`src/rtl/ysyx_22040729_ifu_pkg.sv`:
```
// Shared fetch/decode definitions: FSM encoding, the NOP filler, and the
// width and reset-PC defaults that the decoder also uses.
package ysyx_22040729_ifu_pkg;

    localparam int          INST_WIDTH_DEF = 32;
    localparam int          ADDR_WIDTH_DEF = 64;
    localparam logic [63:0] RESET_PC_DEF   = 64'h8000_0000;
    localparam logic [31:0] NOP_INST       = 32'h0000_0013;

    typedef enum logic [1:0] {
        ST_REQ  = 2'd0,
        ST_WAIT = 2'd1,
        ST_HOLD = 2'd2
    } ifu_state_e;

endpackage

```
`src/rtl/ysyx_22040729_ifu.sv`:
```
// Instruction fetch unit: one outstanding imem fetch at a time, the result is
// held for the decoder until it is accepted or a redirect squashes it.
module ysyx_22040729_ifu
    import ysyx_22040729_ifu_pkg::*;
#(
    parameter int                    INST_WIDTH = INST_WIDTH_DEF,
    parameter int                    ADDR_WIDTH = ADDR_WIDTH_DEF,
    parameter logic [ADDR_WIDTH-1:0] RESET_PC   = ADDR_WIDTH'(RESET_PC_DEF)
) (
    input  logic                  clk,
    input  logic                  rst_n,
    input  logic                  redirect_valid,
    input  logic [ADDR_WIDTH-1:0] redirect_pc,
    output logic                  imem_req_valid,
    input  logic                  imem_req_ready,
    output logic [ADDR_WIDTH-1:0] imem_req_addr,
    input  logic                  imem_rsp_valid,
    input  logic [INST_WIDTH-1:0] imem_rsp_data,
    input  logic                  imem_rsp_err,
    output logic                  inst_valid,
    input  logic                  inst_ready,
    output logic [INST_WIDTH-1:0] instruction,
    output logic [ADDR_WIDTH-1:0] inst_pc,
    output logic                  inst_fault
);

    ifu_state_e            state_q, state_d;
    logic [ADDR_WIDTH-1:0] pc_q, pc_d;
    logic                  kill_q, kill_d;
    logic                  inst_valid_q, inst_valid_d;
    logic [INST_WIDTH-1:0] instruction_q, instruction_d;
    logic [ADDR_WIDTH-1:0] inst_pc_q, inst_pc_d;
    logic                  inst_fault_q, inst_fault_d;

    logic misaligned;
    logic req_fire;

    // A misaligned PC never reaches memory; it turns into a faulting NOP instead.
    assign misaligned     = (pc_q[1:0] != 2'b00);
    assign imem_req_valid = (state_q == ST_REQ) && rst_n && !misaligned;
    assign imem_req_addr  = pc_q;
    assign req_fire       = imem_req_valid && imem_req_ready;

    always_comb begin
        state_d       = state_q;
        pc_d          = pc_q;
        kill_d        = kill_q;
        inst_valid_d  = inst_valid_q;
        instruction_d = instruction_q;
        inst_pc_d     = inst_pc_q;
        inst_fault_d  = inst_fault_q;

        case (state_q)
            ST_REQ: begin
                if (redirect_valid) begin
                    // The old-PC request may still be taken; its response is then stale.
                    pc_d = redirect_pc;
                    if (req_fire) begin
                        kill_d  = 1'b1;
                        state_d = ST_WAIT;
                    end
                end else if (misaligned) begin
                    instruction_d = INST_WIDTH'(NOP_INST);
                    inst_fault_d  = 1'b1;
                    inst_pc_d     = pc_q;
                    inst_valid_d  = 1'b1;
                    state_d       = ST_HOLD;
                end else if (req_fire) begin
                    kill_d  = 1'b0;
                    state_d = ST_WAIT;
                end
            end
            ST_WAIT: begin
                if (redirect_valid) begin
                    pc_d = redirect_pc;
                    if (imem_rsp_valid) begin
                        kill_d  = 1'b0;
                        state_d = ST_REQ;
                    end else begin
                        kill_d = 1'b1;
                    end
                end else if (imem_rsp_valid) begin
                    if (kill_q) begin
                        kill_d  = 1'b0;
                        state_d = ST_REQ;
                    end else begin
                        instruction_d = imem_rsp_data;
                        inst_pc_d     = pc_q;
                        inst_fault_d  = imem_rsp_err;
                        inst_valid_d  = 1'b1;
                        state_d       = ST_HOLD;
                    end
                end
            end
            ST_HOLD: begin
                if (redirect_valid) begin
                    inst_valid_d = 1'b0;
                    pc_d         = redirect_pc;
                    state_d      = ST_REQ;
                end else if (inst_ready) begin
                    inst_valid_d = 1'b0;
                    pc_d         = pc_q + ADDR_WIDTH'(4);
                    state_d      = ST_REQ;
                end
            end
            default: begin
                state_d = ST_REQ;
            end
        endcase
    end

    always_ff @(posedge clk or negedge rst_n) begin
        if (!rst_n) begin
            state_q       <= ST_REQ;
            pc_q          <= RESET_PC;
            kill_q        <= 1'b0;
            inst_valid_q  <= 1'b0;
            instruction_q <= '0;
            inst_pc_q     <= '0;
            inst_fault_q  <= 1'b0;
        end else begin
            state_q       <= state_d;
            pc_q          <= pc_d;
            kill_q        <= kill_d;
            inst_valid_q  <= inst_valid_d;
            instruction_q <= instruction_d;
            inst_pc_q     <= inst_pc_d;
            inst_fault_q  <= inst_fault_d;
        end
    end

    assign inst_valid  = inst_valid_q;
    assign instruction = instruction_q;
    assign inst_pc     = inst_pc_q;
    assign inst_fault  = inst_fault_q;

endmodule

```
`config.mk`:
```
export PLATFORM = sky130hd
export DESIGN_NAME = ysyx_22040729_ifu
export DESIGN_NICKNAME = d
export VERILOG_FILES = /design/src/rtl/ysyx_22040729_ifu_pkg.sv /design/src/rtl/ysyx_22040729_ifu.sv
export SDC_FILE = /design/constraint.sdc
export NUM_CORES = 1
export LEC_CHECK = 0
export BUFFER_PORTS_ARGS = -buffer_cell sky130_fd_sc_hd__clkbuf_2
export CAP_MARGIN = 25
export CELL_PAD_IN_SITES_DETAIL_PLACEMENT = 1
export CELL_PAD_IN_SITES_GLOBAL_PLACEMENT = 1
export CORE_UTILIZATION = 37
export CTS_CLUSTER_SIZE = 25
export DETAILED_ROUTE_END_ITERATION = 12
export PLACE_DENSITY = 0.92
export SYNTH_ARGS = -nofsm -noshare
export SYNTH_HDL_FRONTEND = slang
export SYNTH_SLANG_ARGS = --single-unit
```
`constraint.sdc`:
```
create_clock -name clk -period 2.63 [get_ports clk]
set_input_delay 0 -clock clk [delete_from_list [all_inputs] [get_ports clk]]
set_output_delay 0 -clock clk [all_outputs]
set_load 0.02 [all_outputs]
```
### Yosys cells after proc, flatten, opt, wreduce, memory -nomap -nowiden

Index checks and enable logic that the tools add are counted.

* bits of input ports: 103
* memory bits (read-only): 0
* flip-flop bits (word level): 165
* logic and storage cells: 81
* latch bits: 0
* RAM bits: 0
* memories: 0
* output and inout bits: 163

* $add $sub $neg: 1
* equal/unequal tests: 12
* order comparisons: 0
* reduce and logical (&&, ||, !) cells: 15
* shift operators: 0
* mux-type cells: 46
* div/mod/pow operators: 0
* $mul: 0
* bitwise operators: 0

Operators by type and width (number)
* 64-bit two-way mux: 8
* 64-bit one-hot mux with 2 select lines: 2
* 32-bit two-way mux: 5
* 64-bit by 3-bit adder with 64-bit output (second input constant): 1
* 32-bit one-hot mux with 2 select lines: 1
* 2-bit two-way mux: 9
* 1-bit two-way mux: 17
* 2-bit != test (second input constant): 6
* 3-bit != test (second input constant): 3
* 7-bit AND reduction: 1
* 2-bit one-hot mux with 3 select lines: 1
* 6-bit AND reduction: 1
* 2-bit nonzero test: 3
* 1-bit one-hot mux with 2 select lines: 2
* 4-bit AND reduction: 1
* 1-bit logical AND: 3
* 1-bit one-hot mux with 3 select lines: 1
* 3-bit AND reduction: 1
* 3-bit nonzero test: 1
* 2-bit by 1-bit == test with 1-bit output (second input constant): 1
* 2-bit == test (second input constant): 1
* 2-bit zero test: 1
* 2-bit by 1-bit != test with 1-bit output (second input constant): 1
* 2-bit AND reduction: 1
* other kinds (2): 2

### Logic depth before layout (Yosys ltp)

Gate-level depths: netlist (run 1).

* depth after elaboration: 8
* gate-level depth with buffers: 9
* mapped depth without buffers: 7

### Least setup slack after synthesis (run 1)

Ideal clock, no wire load.

* path kind: register to register
* from: register pc_q[7], in the netlist imem_req_addr[7]
* to: register pc_q[63], in the netlist imem_req_addr[63]
* slack: 0.427 ns
* arrival time: 2.104 ns
* clock period less this slack: 2.203 ns
* path buffers: 2
* setup time: 0.099 ns
* required time: 2.531 ns
* cell stages (with the launch flop): 9
* cell sequence: dfrtp_1 -> buf_2 -> nand4_2 -> nor3b_4 -> and4_1 -> buf_6 -> nand3_4 -> o31a_1 -> a311oi_1

* word-level cells in the longest chain between the ends: 4

RTL lines
* from (decl): line ysyx_22040729_ifu.sv:28 `logic [ADDR_WIDTH-1:0] pc_q, pc_d;`
* from (signal assigned): line ysyx_22040729_ifu.sv:123 `pc_q <= pc_d;`
* 64-bit by 3-bit adder with 64-bit output: line ysyx_22040729_ifu.sv:102 `pc_d = pc_q + ADDR_WIDTH'(4);`
* 64-bit two-way mux: line ysyx_22040729_ifu.sv:100 `end else if (inst_ready) begin`
* 64-bit two-way mux: line ysyx_22040729_ifu.sv:96 `if (redirect_valid) begin`
* 64-bit one-hot mux with 2 select lines: line ysyx_22040729_ifu.sv:53 `case (state_q)`

No other way between the ends. The select of a mux whose other input is x is not followed.
A chain may end at the register's enable or synchronous reset.

### Worst setup path after layout (run 1)

* from: register pc_q[11], in the netlist imem_req_addr[11]
* to: register pc_q[39], in the netlist imem_req_addr[39]

The elaborated chain is that of the path after synthesis.

==> flow_summary.rst, run 1 <==
.. list-table::
   :header-rows: 1

   * - Metric
     - Value
   * - Number of pins with negative max-slew slack in the final report
     - 0
   * - #FFs+latches synth
     - 165
   * - Library cell appearing most often on the critical path
     - sky130_fd_sc_hd__and3_1
   * - Area occupied by multi-input gates
     - 3650 µm²
   * - Launching element of the worst setup path
     - imem_req_addr[11]
   * - RR Startpoint
     - imem_req_addr[11]
   * - Placed wire-length estimate after detailed placement
     - between 20000 and 25000 µm
   * - Measured slew at the worst slew-check pin
     - 0.720 ns
   * - Area growth from synthesis to final layout
     - 43.7%
   * - Worst hold start
     - redirect_pc[13]
   * - Antenna Violating Nets Remaining
     - 0
   * - Final-layout worst hold slack
     - roughly 0.012 ns
   * - Post-layout net count
     - about 1400
   * - Launching element type of the critical path
     - flip-flop
   * - Top Ports
     - 266
   * - Placeable Area
     - about 21000 µm²
   * - Cell accounting for the most synthesized area
     - sky130_fd_sc_hd__dfrtp_1
   * - Count of distinct cell types in the synthesized netlist
     - 55
   * - Layout cell share with drive strength beyond 1
     - between 20% and 30%
   * - Clock Tree Buf Depth
     - 2
   * - Most frequently used flop master after synthesis
     - sky130_fd_sc_hd__dfrtp_1
   * - Die span in x
     - 149 µm
   * - Final hold violation count
     - 0
   * - Commonest non-fill, non-tap cells in the layout
     - sky130_fd_sc_hd__nand2_1, sky130_fd_sc_hd__clkbuf_2, sky130_fd_sc_hd__dfrtp_1
   * - Number of port buffers
     - 265
   * - Final Routed Wirelength
     - about 37000 µm
   * - Clock-pin slew of the registers on the worst-case setup and hold paths
     - 0.08 ns
   * - Static power due to leakage
     - roughly 5.7 nW
   * - Sum of buffers and inverters on the critical path
     - 0
   * - Full die area
     - between 20000 and 25000 µm²
   * - Slew Limit Headroom
     - a little over half
   * - Cell family with most CP delay
     - simple AND/OR/NAND/NOR gates
   * - Sequential fraction of the synthesis area
     - between 50% and 60%
   * - Count of mapped cells out of synthesis
     - a little under 1000
   * - Total via count in the routed design
     - 9370
   * - WP data arrival
     - 2.85 ns
   * - Max-Cap Viols
     - 0
   * - Period utilisation layout
     - between 90% and 100%
   * - Type of the setup path with the least slack
     - reg -> reg
   * - Number of design-rule violations left by the first detailed-router iteration
     - 700
   * - Height of the die
     - about 150 µm
   * - EDFF count, synth
     - 0
   * - Min Clock Period, post-route
     - 2.48 ns
   * - Most common cell after layout, fill and taps aside
     - sky130_fd_sc_hd__nand2_1
   * - Place WS
     - roughly 0.26 ns
   * - Clock sinks
     - between 150 and 200
   * - Drt drc
     - 0
   * - TritonCTS clock tree
     - built
   * - Fill cell count
     - 2524
   * - VDD IR-drop max
     - ~0.53 mV
   * - Number of non-filler instances in the completed layout
     - between 1500 and 2000
   * - Via density per instance
     - 5.81
   * - Latest clock arrival within the worst-skew pair
     - 0.45 ns
   * - Yosys warning total
     - 0
   * - Area occupied by registers
     - about 4100 µm²
   * - H-tree depth reported by CTS
     - 4
   * - Post-synthesis net count
     - approximately 1100
   * - Wire length per cell
     - between 20 and 25 µm
   * - Overall fraction of global-route tracks in use
     - 33.4%
   * - Synth top area share
     - between 50% and 60%
   * - Crit path max-delay cell type
     - sky130_fd_sc_hd__or4_1
   * - Required @ worst endpoint
     - approximately 3.0 ns
   * - Post-Place Cells
     - around 1500
   * - Outcome
     - completed
   * - Largest net degree at the start of global routing
     - about 100
   * - Number of antenna violations at the first check in global routing
     - 3
   * - Weighted congestion reported at the end of routability-driven placement
     - 0.940
   * - Post-Syn Area per Cell
     - a little over 8 µm²
   * - Maximum clock frequency
     - about 400 MHz
   * - Critical Path Fanout Max
     - 8
   * - Vias in the first global route
     - between 10000 and 15000
   * - Root buf cell
     - sky130_fd_sc_hd__clkbuf_16
   * - CP endpoint kind
     - flip-flop
   * - Setup Viol. Count Final
     - 0
   * - Worst Skew
     - approximately 0.017 ns
   * - Global-route wire length before repair
     - 56700 µm
   * - Total power density per cell area
     - between 1000 and 1500 nW/µm²
   * - Setup TNS Final
     - 0 ns
   * - Area of the mapped netlist
     - 8040 µm²
   * - DRT Pass-1 Iters
     - 5
   * - Min setup slack post-route
     - ~0.15 ns
   * - Grt ovf
     - 0
   * - Max stage delay on crit path
     - ~0.53 ns
   * - Cells taking the most area after synthesis
     - sky130_fd_sc_hd__dfrtp_1, sky130_fd_sc_hd__nand2_1, sky130_fd_sc_hd__a21oi_1, sky130_fd_sc_hd__nand3_1, sky130_fd_sc_hd__nor2_1
   * - Num CTS Buffers
     - 17
   * - Number of rows created at floorplan
     - 53
   * - Proportion of synthesized flip-flops having asynchronous set or reset
     - 100%
   * - Worst path cell trace
     - and3_1 -> and3_1 -> and4_1 -> nand2_1 -> or4_1 -> nand3_1
   * - Starting density of the core
     - 38.0%
   * - Worst min path class
     - in -> reg
[through the flow]
step                total power (W)  area, µm²  util [%]
global placement             0.0108       9840      46.5
floorplan                   0.00837       8040         -
detailed placement           0.0111       9870      46.6
finish                       0.0145      11500      54.6
global route                 0.0152      11500      54.6
CTS                          0.0142      11500      54.4
[tightest hold or removal path: stages]
cell and delay, ns:
sky130_fd_sc_hd__clkbuf_2 0.10, sky130_fd_sc_hd__nor2_1 0.05, sky130_fd_sc_hd__a31oi_1 0.13, sky130_fd_sc_hd__o22a_1 0.13
[sequential cells by signal, summed over array words and instances, names as in the netlist]
signal / count
instruction: 32
kill_q: 1
inst_pc: 64
inst_fault: 1
imem_req_addr: 64
state_q: 2
inst_valid: 1
[where the power goes]
| part | leakage, nW | total (W) | internal [W] | switching (W) |
|---|---|---|---|---|
| sequential | 2.01 | 0.00502 | 0.00364 | 0.00138 |
| clock | 0.321 | 0.00292 | 0.00171 | 0.00120 |
| combinational | 3.42 | 0.00659 | 0.00215 | 0.00443 |
| total | 5.75 | 0.0145 | 0.00751 | 0.00702 |
[final cells by class]
type / count / area share, %
flip-flops and latches: 165 / 35.8
multi-input cells: 727 / 31.6
repair buffers: 405 / 23.7
clock buffers: 17 / 3.68
well taps: 275 / 2.98
clock inverters: 15 / 2.07
inverters: 6 / 0.195
diodes: 2 / 0.0433
[cells in the mapped netlist (3+ instances only)]
| cell type | count |
|---|---|
| sky130_fd_sc_hd__nand2_1 | 318 |
| sky130_fd_sc_hd__inv_1 | 6 |
| sky130_fd_sc_hd__a211oi_1 | 5 |
| sky130_fd_sc_hd__dfrtp_1 | 164 |
| sky130_fd_sc_hd__o22a_1 | 6 |
| sky130_fd_sc_hd__a311oi_1 | 6 |
| sky130_fd_sc_hd__clkbuf_1 | 49 |
| sky130_fd_sc_hd__nor4_1 | 5 |
| sky130_fd_sc_hd__a41oi_1 | 4 |
| sky130_fd_sc_hd__buf_2 | 6 |
| sky130_fd_sc_hd__nor3_1 | 15 |
| sky130_fd_sc_hd__o22ai_1 | 17 |
| sky130_fd_sc_hd__a22oi_1 | 4 |
| sky130_fd_sc_hd__o21ai_1 | 4 |
| sky130_fd_sc_hd__a21oi_1 | 62 |
| sky130_fd_sc_hd__a31oi_1 | 8 |
| sky130_fd_sc_hd__and4_1 | 8 |
| sky130_fd_sc_hd__a21o_1 | 4 |
| sky130_fd_sc_hd__o21ai_0 | 39 |
| sky130_fd_sc_hd__nor2_1 | 59 |
| sky130_fd_sc_hd__nand3_1 | 62 |
| sky130_fd_sc_hd__and2_1 | 7 |
| sky130_fd_sc_hd__nand2b_1 | 3 |
| sky130_fd_sc_hd__nand4_1 | 23 |
| sky130_fd_sc_hd__and3_1 | 15 |
| sky130_fd_sc_hd__a2bb2oi_1 | 15 |
| sky130_fd_sc_hd__buf_1 | 9 |
| sky130_fd_sc_hd__mux2i_1 | 6 |
[metal layers]
layer / wire length (µm) / vias to the layer above / global-route usage (%)
li1: - / 4049 / -
met5: 13 / - / 0
met1: 14100 / 4642 / 39.2
met3: 2870 / 133 / 7.83
met2: 18400 / 544 / 57.2
met4: 1470 / 2 / 16.4
[kinds of logic (layout without fill, tap and decap cells)]
| group | count (synthesis) | after routing | share of synthesized area (%) |
|---|---|---|---|
| adders and majority gates | 1 | 1 | 0.156 |
| DFF | 165 | 165 | 51.4 |
| buffers and inverters | 74 | 443 | 3.75 |
| other | 0 | 2 | 0 |
| AOI/OAI and AO/OA | 190 | 190 | 14.7 |
| and+or+nand+nor | 530 | 530 | 29.2 |
| muxes | 6 | 6 | 0.747 |
[path summary, 6_finish.rpt]
kind                                           to  slack (ns)  cells after the start
worst max register to register  imem_req_addr[39]        0.15                      6
worst min-delay path            imem_req_addr[13]        0.01                      4
worst min register to register    instruction[25]        0.47                      2
min in group asynchronous         instruction[30]        0.06                      3
worst max-delay path            imem_req_addr[39]        0.15                      6
max in group asynchronous       imem_req_addr[13]        1.96                      3
[timing repair]
item | CTS | global route
buffers inserted | 0 | 3
hold endpoints to repair | 258 | 0
resized for setup | 0 | 2
endpoints found under the setup margin | 0 | 4
hold buffers | 97 | 0
Power figures use the tool's default switching activity.
==> inputs of run 2 (changes only) <==
CORE_MARGIN = 2   (was default)
==> flow_summary.rst, run 2 (synthesis gave the netlist of run 1 again) <==
.. list-table::
   :header-rows: 1

   * - Metric
     - Value
   * - Height of the die
     - 151 µm (was 149 µm)
   * - Most common cell after layout, fill and taps aside
     - sky130_fd_sc_hd__nand2_1 (unchanged)
   * - Starting density of the core
     - 38.0% (unchanged)
   * - Crit path max-delay cell type
     - sky130_fd_sc_hd__nor4_1 (was sky130_fd_sc_hd__or4_1)
   * - Latest clock arrival within the worst-skew pair
     - 0.43 ns (was 0.45 ns)
   * - Wire length per cell
     - 22.4 µm (was 22.9 µm)
   * - Max-Cap Viols
     - 0 (unchanged)
   * - Setup TNS Final
     - 0 ns (unchanged)
   * - Num CTS Buffers
     - 17 (unchanged)
   * - Final hold violation count
     - 0 (unchanged)
   * - Clock Tree Buf Depth
     - 2 (unchanged)
   * - Min Clock Period, post-route
     - 2.53 ns (was 2.48 ns)
   * - WP data arrival
     - 2.84 ns (was 2.85 ns)
   * - Top Ports
     - 266 (unchanged)
   * - Number of cells on the worst reg-to-reg path
     - 6 (unchanged)
   * - Sum of buffers and inverters on the critical path
     - 0 (unchanged)
   * - Placeable Area
     - 21200 µm² (unchanged)
   * - H-tree depth reported by CTS
     - 4 (unchanged)
   * - Drt drc
     - 0 (unchanged)
   * - Final-layout worst hold slack
     - 0.0188 ns (was 0.0120 ns)
   * - Static power due to leakage
     - 5.64 nW (was 5.75 nW)
   * - Met2 Routed Length
     - 17400 µm (was 18400 µm)
   * - Measured slew at the worst slew-check pin
     - 0.635 ns (was 0.720 ns)
   * - Number of antenna violations at the first check in global routing
     - 2 (was 3)
   * - DRT Pass-1 Iters
     - 5 (unchanged)
   * - Vias in the first global route
     - 9810 (was 10000)
   * - Grt ovf
     - 0 (unchanged)
   * - Root buf cell
     - sky130_fd_sc_hd__clkbuf_16 (unchanged)
   * - Cell family with most CP delay
     - simple AND/OR/NAND/NOR gates (unchanged)
   * - Placed wire-length estimate after detailed placement
     - 22500 µm (was 22100 µm)
   * - Antenna Violating Nets Remaining
     - 0 (unchanged)
   * - Maximum clock frequency
     - 395 MHz (was 404 MHz)
   * - Total power density per cell area
     - 1240 nW/µm² (was 1260 nW/µm²)
   * - Number of rows created at floorplan
     - 53 (unchanged)
   * - Die span in x
     - 151 µm (was 149 µm)
   * - Weighted congestion reported at the end of routability-driven placement
     - 0.909 (was 0.940)
   * - Unrepaired setup endpoints after global routing
     - no
   * - Slew Limit Headroom
     - 57.7% (was 52.0%)
   * - Crit. path cell count
     - 6 (unchanged)
   * - Full die area
     - 22900 µm² (was 22300 µm²)
   * - Outcome
     - completed (unchanged)
   * - Required @ worst endpoint
     - 2.94 ns (was 3.00 ns)
   * - Setup Viol. Count Final
     - 0 (unchanged)
   * - Clock-pin slew of the registers on the worst-case setup and hold paths
     - 0.07 ns (was 0.08 ns)
   * - Max stage delay on crit path
     - 0.64 ns (was 0.53 ns)
   * - Clock sinks
     - 165 (unchanged)
   * - Largest net degree at the start of global routing
     - 81 (was 99)
   * - Wl on met1
     - 13900 µm (was 14100 µm)
   * - Overall fraction of global-route tracks in use
     - 31.5% (was 33.4%)
   * - Number of port buffers
     - 265 (unchanged)
   * - Library cell appearing most often on the critical path
     - sky130_fd_sc_hd__a21o_1 (was sky130_fd_sc_hd__and3_1)
   * - Type of the setup path with the least slack
     - reg -> reg (unchanged)
   * - Final Total Pwr
     - 0.0141 W (was 0.0145 W)
   * - Number of design-rule violations left by the first detailed-router iteration
     - 616 (was 700)
   * - Post-layout net count
     - 1416 (was 1426)
   * - Global-route wire length before repair
     - 55600 µm (was 56700 µm)
   * - Via density per instance
     - 5.76 (was 5.81)
   * - Critical Path Fanout Max
     - 7 (was 8)
   * - Worst min path class
     - in -> reg (unchanged)
   * - VDD IR-drop max
     - 0.551 mV (was 0.526 mV)
   * - Number of instances on the worst hold path
     - 4 (unchanged)
   * - Worst Skew
     - 0.0162 ns (was 0.0170 ns)
   * - Fill cell count
     - 2521 (was 2524)
   * - Layout cell share with drive strength beyond 1
     - 26.4% (was 26.8%)
   * - Final Routed Wirelength
     - 36000 µm (was 36900 µm)
   * - Topmost layer with routed signal wires
     - met4 (was met5)
   * - Detailed route wirelength on metal3
     - 3060 µm (was 2870 µm)
   * - CP endpoint kind
     - flip-flop (unchanged)
   * - Area growth from synthesis to final layout
     - 41.6% (was 43.7%)
   * - Launching element type of the critical path
     - flip-flop (unchanged)
   * - Period utilisation layout
     - 96.2% (was 94.2%)
   * - Commonest non-fill, non-tap cells in the layout
     - sky130_fd_sc_hd__nand2_1, sky130_fd_sc_hd__clkbuf_2, sky130_fd_sc_hd__dfrtp_1 (unchanged)
   * - Worst path cell trace
     - and3_1 -> nand3_1 -> nor4_1 -> nand4_1 -> a21o_1 -> a21o_1 (was and3_1 -> and3_1 -> and4_1 -> nand2_1 -> or4_1 -> nand3_1)
   * - TritonCTS clock tree
     - built (unchanged)
   * - Total via count in the routed design
     - 9228 (was 9370)
   * - Number of pins with negative max-slew slack in the final report
     - 0 (unchanged)
run 2: timing repair:
item,in CTS,in global routing
buffers inserted,0,0
hold endpoints to repair,212,0
hold buffers,97,0
endpoints found under the setup margin,0,5
gates resized for setup,0,5
run 2: stage by stage:
step	utilization (%)	instances	worst slack [ns]	instance area, µm²
after floorplan	-	966	0.427	8040
after global placement	46.3	1471	0.346	9790
after detailed placement	46.3	1471	0.171	9790
after CTS	53.7	1600	0.142	11400
after global routing	53.8	1602	0.0175	11400
final	53.8	1603	0.101	11400
run 2: final cells by class:
| class | instances | area, µm² | area share, % |
|---|---|---|---|
| Antenna cell | 3 | 7.51 | 0.0660 |
| Clock inverter | 15 | 168 | 1.47 |
| Clock buffer | 17 | 425 | 3.74 |
| Inverter | 6 | 22.5 | 0.198 |
| Sequential cell | 165 | 4130 | 36.3 |
| Timing Repair Buffer | 395 | 2630 | 23.1 |
| Tap cell | 275 | 344 | 3.02 |
| Multi-Input combinational cell | 727 | 3660 | 32.1 |
run 2: tightest hold or removal path, cell delays in order:
cell and delay (ns):
sky130_fd_sc_hd__clkbuf_2 0.09, sky130_fd_sc_hd__nor2_1 0.04, sky130_fd_sc_hd__a31oi_1 0.15, sky130_fd_sc_hd__o22a_1 0.14
run 2: final timing paths:
kind,end,from,slack (ns)
max,imem_req_addr[60],imem_req_addr[31],0.10
min in group asynchronous,imem_req_addr[59],rst_n,0.06
max reg2reg,imem_req_addr[60],imem_req_addr[31],0.10
max in group asynchronous,inst_pc[25],rst_n,1.57
min reg2reg,inst_pc[56],inst_pc[56],0.47
min,imem_req_addr[13],redirect_pc[13],0.02
run 2: report_power, final:
group          leakage, nW  switching, W  internal, W
clock network        0.274       0.00118      0.00142
registers             2.01       0.00132      0.00364
logic                 3.36       0.00441      0.00210
total                 5.64       0.00691      0.00717
run 2: layer usage:
| metal | vias up | track usage (%) |
|---|---|---|
| met5 | - | 0 |
| met4 | 0 | 15.9 |
| met3 | 120 | 7.71 |
| met2 | 493 | 52.4 |
| met1 | 4576 | 38.1 |
| li1 | 4039 | - |
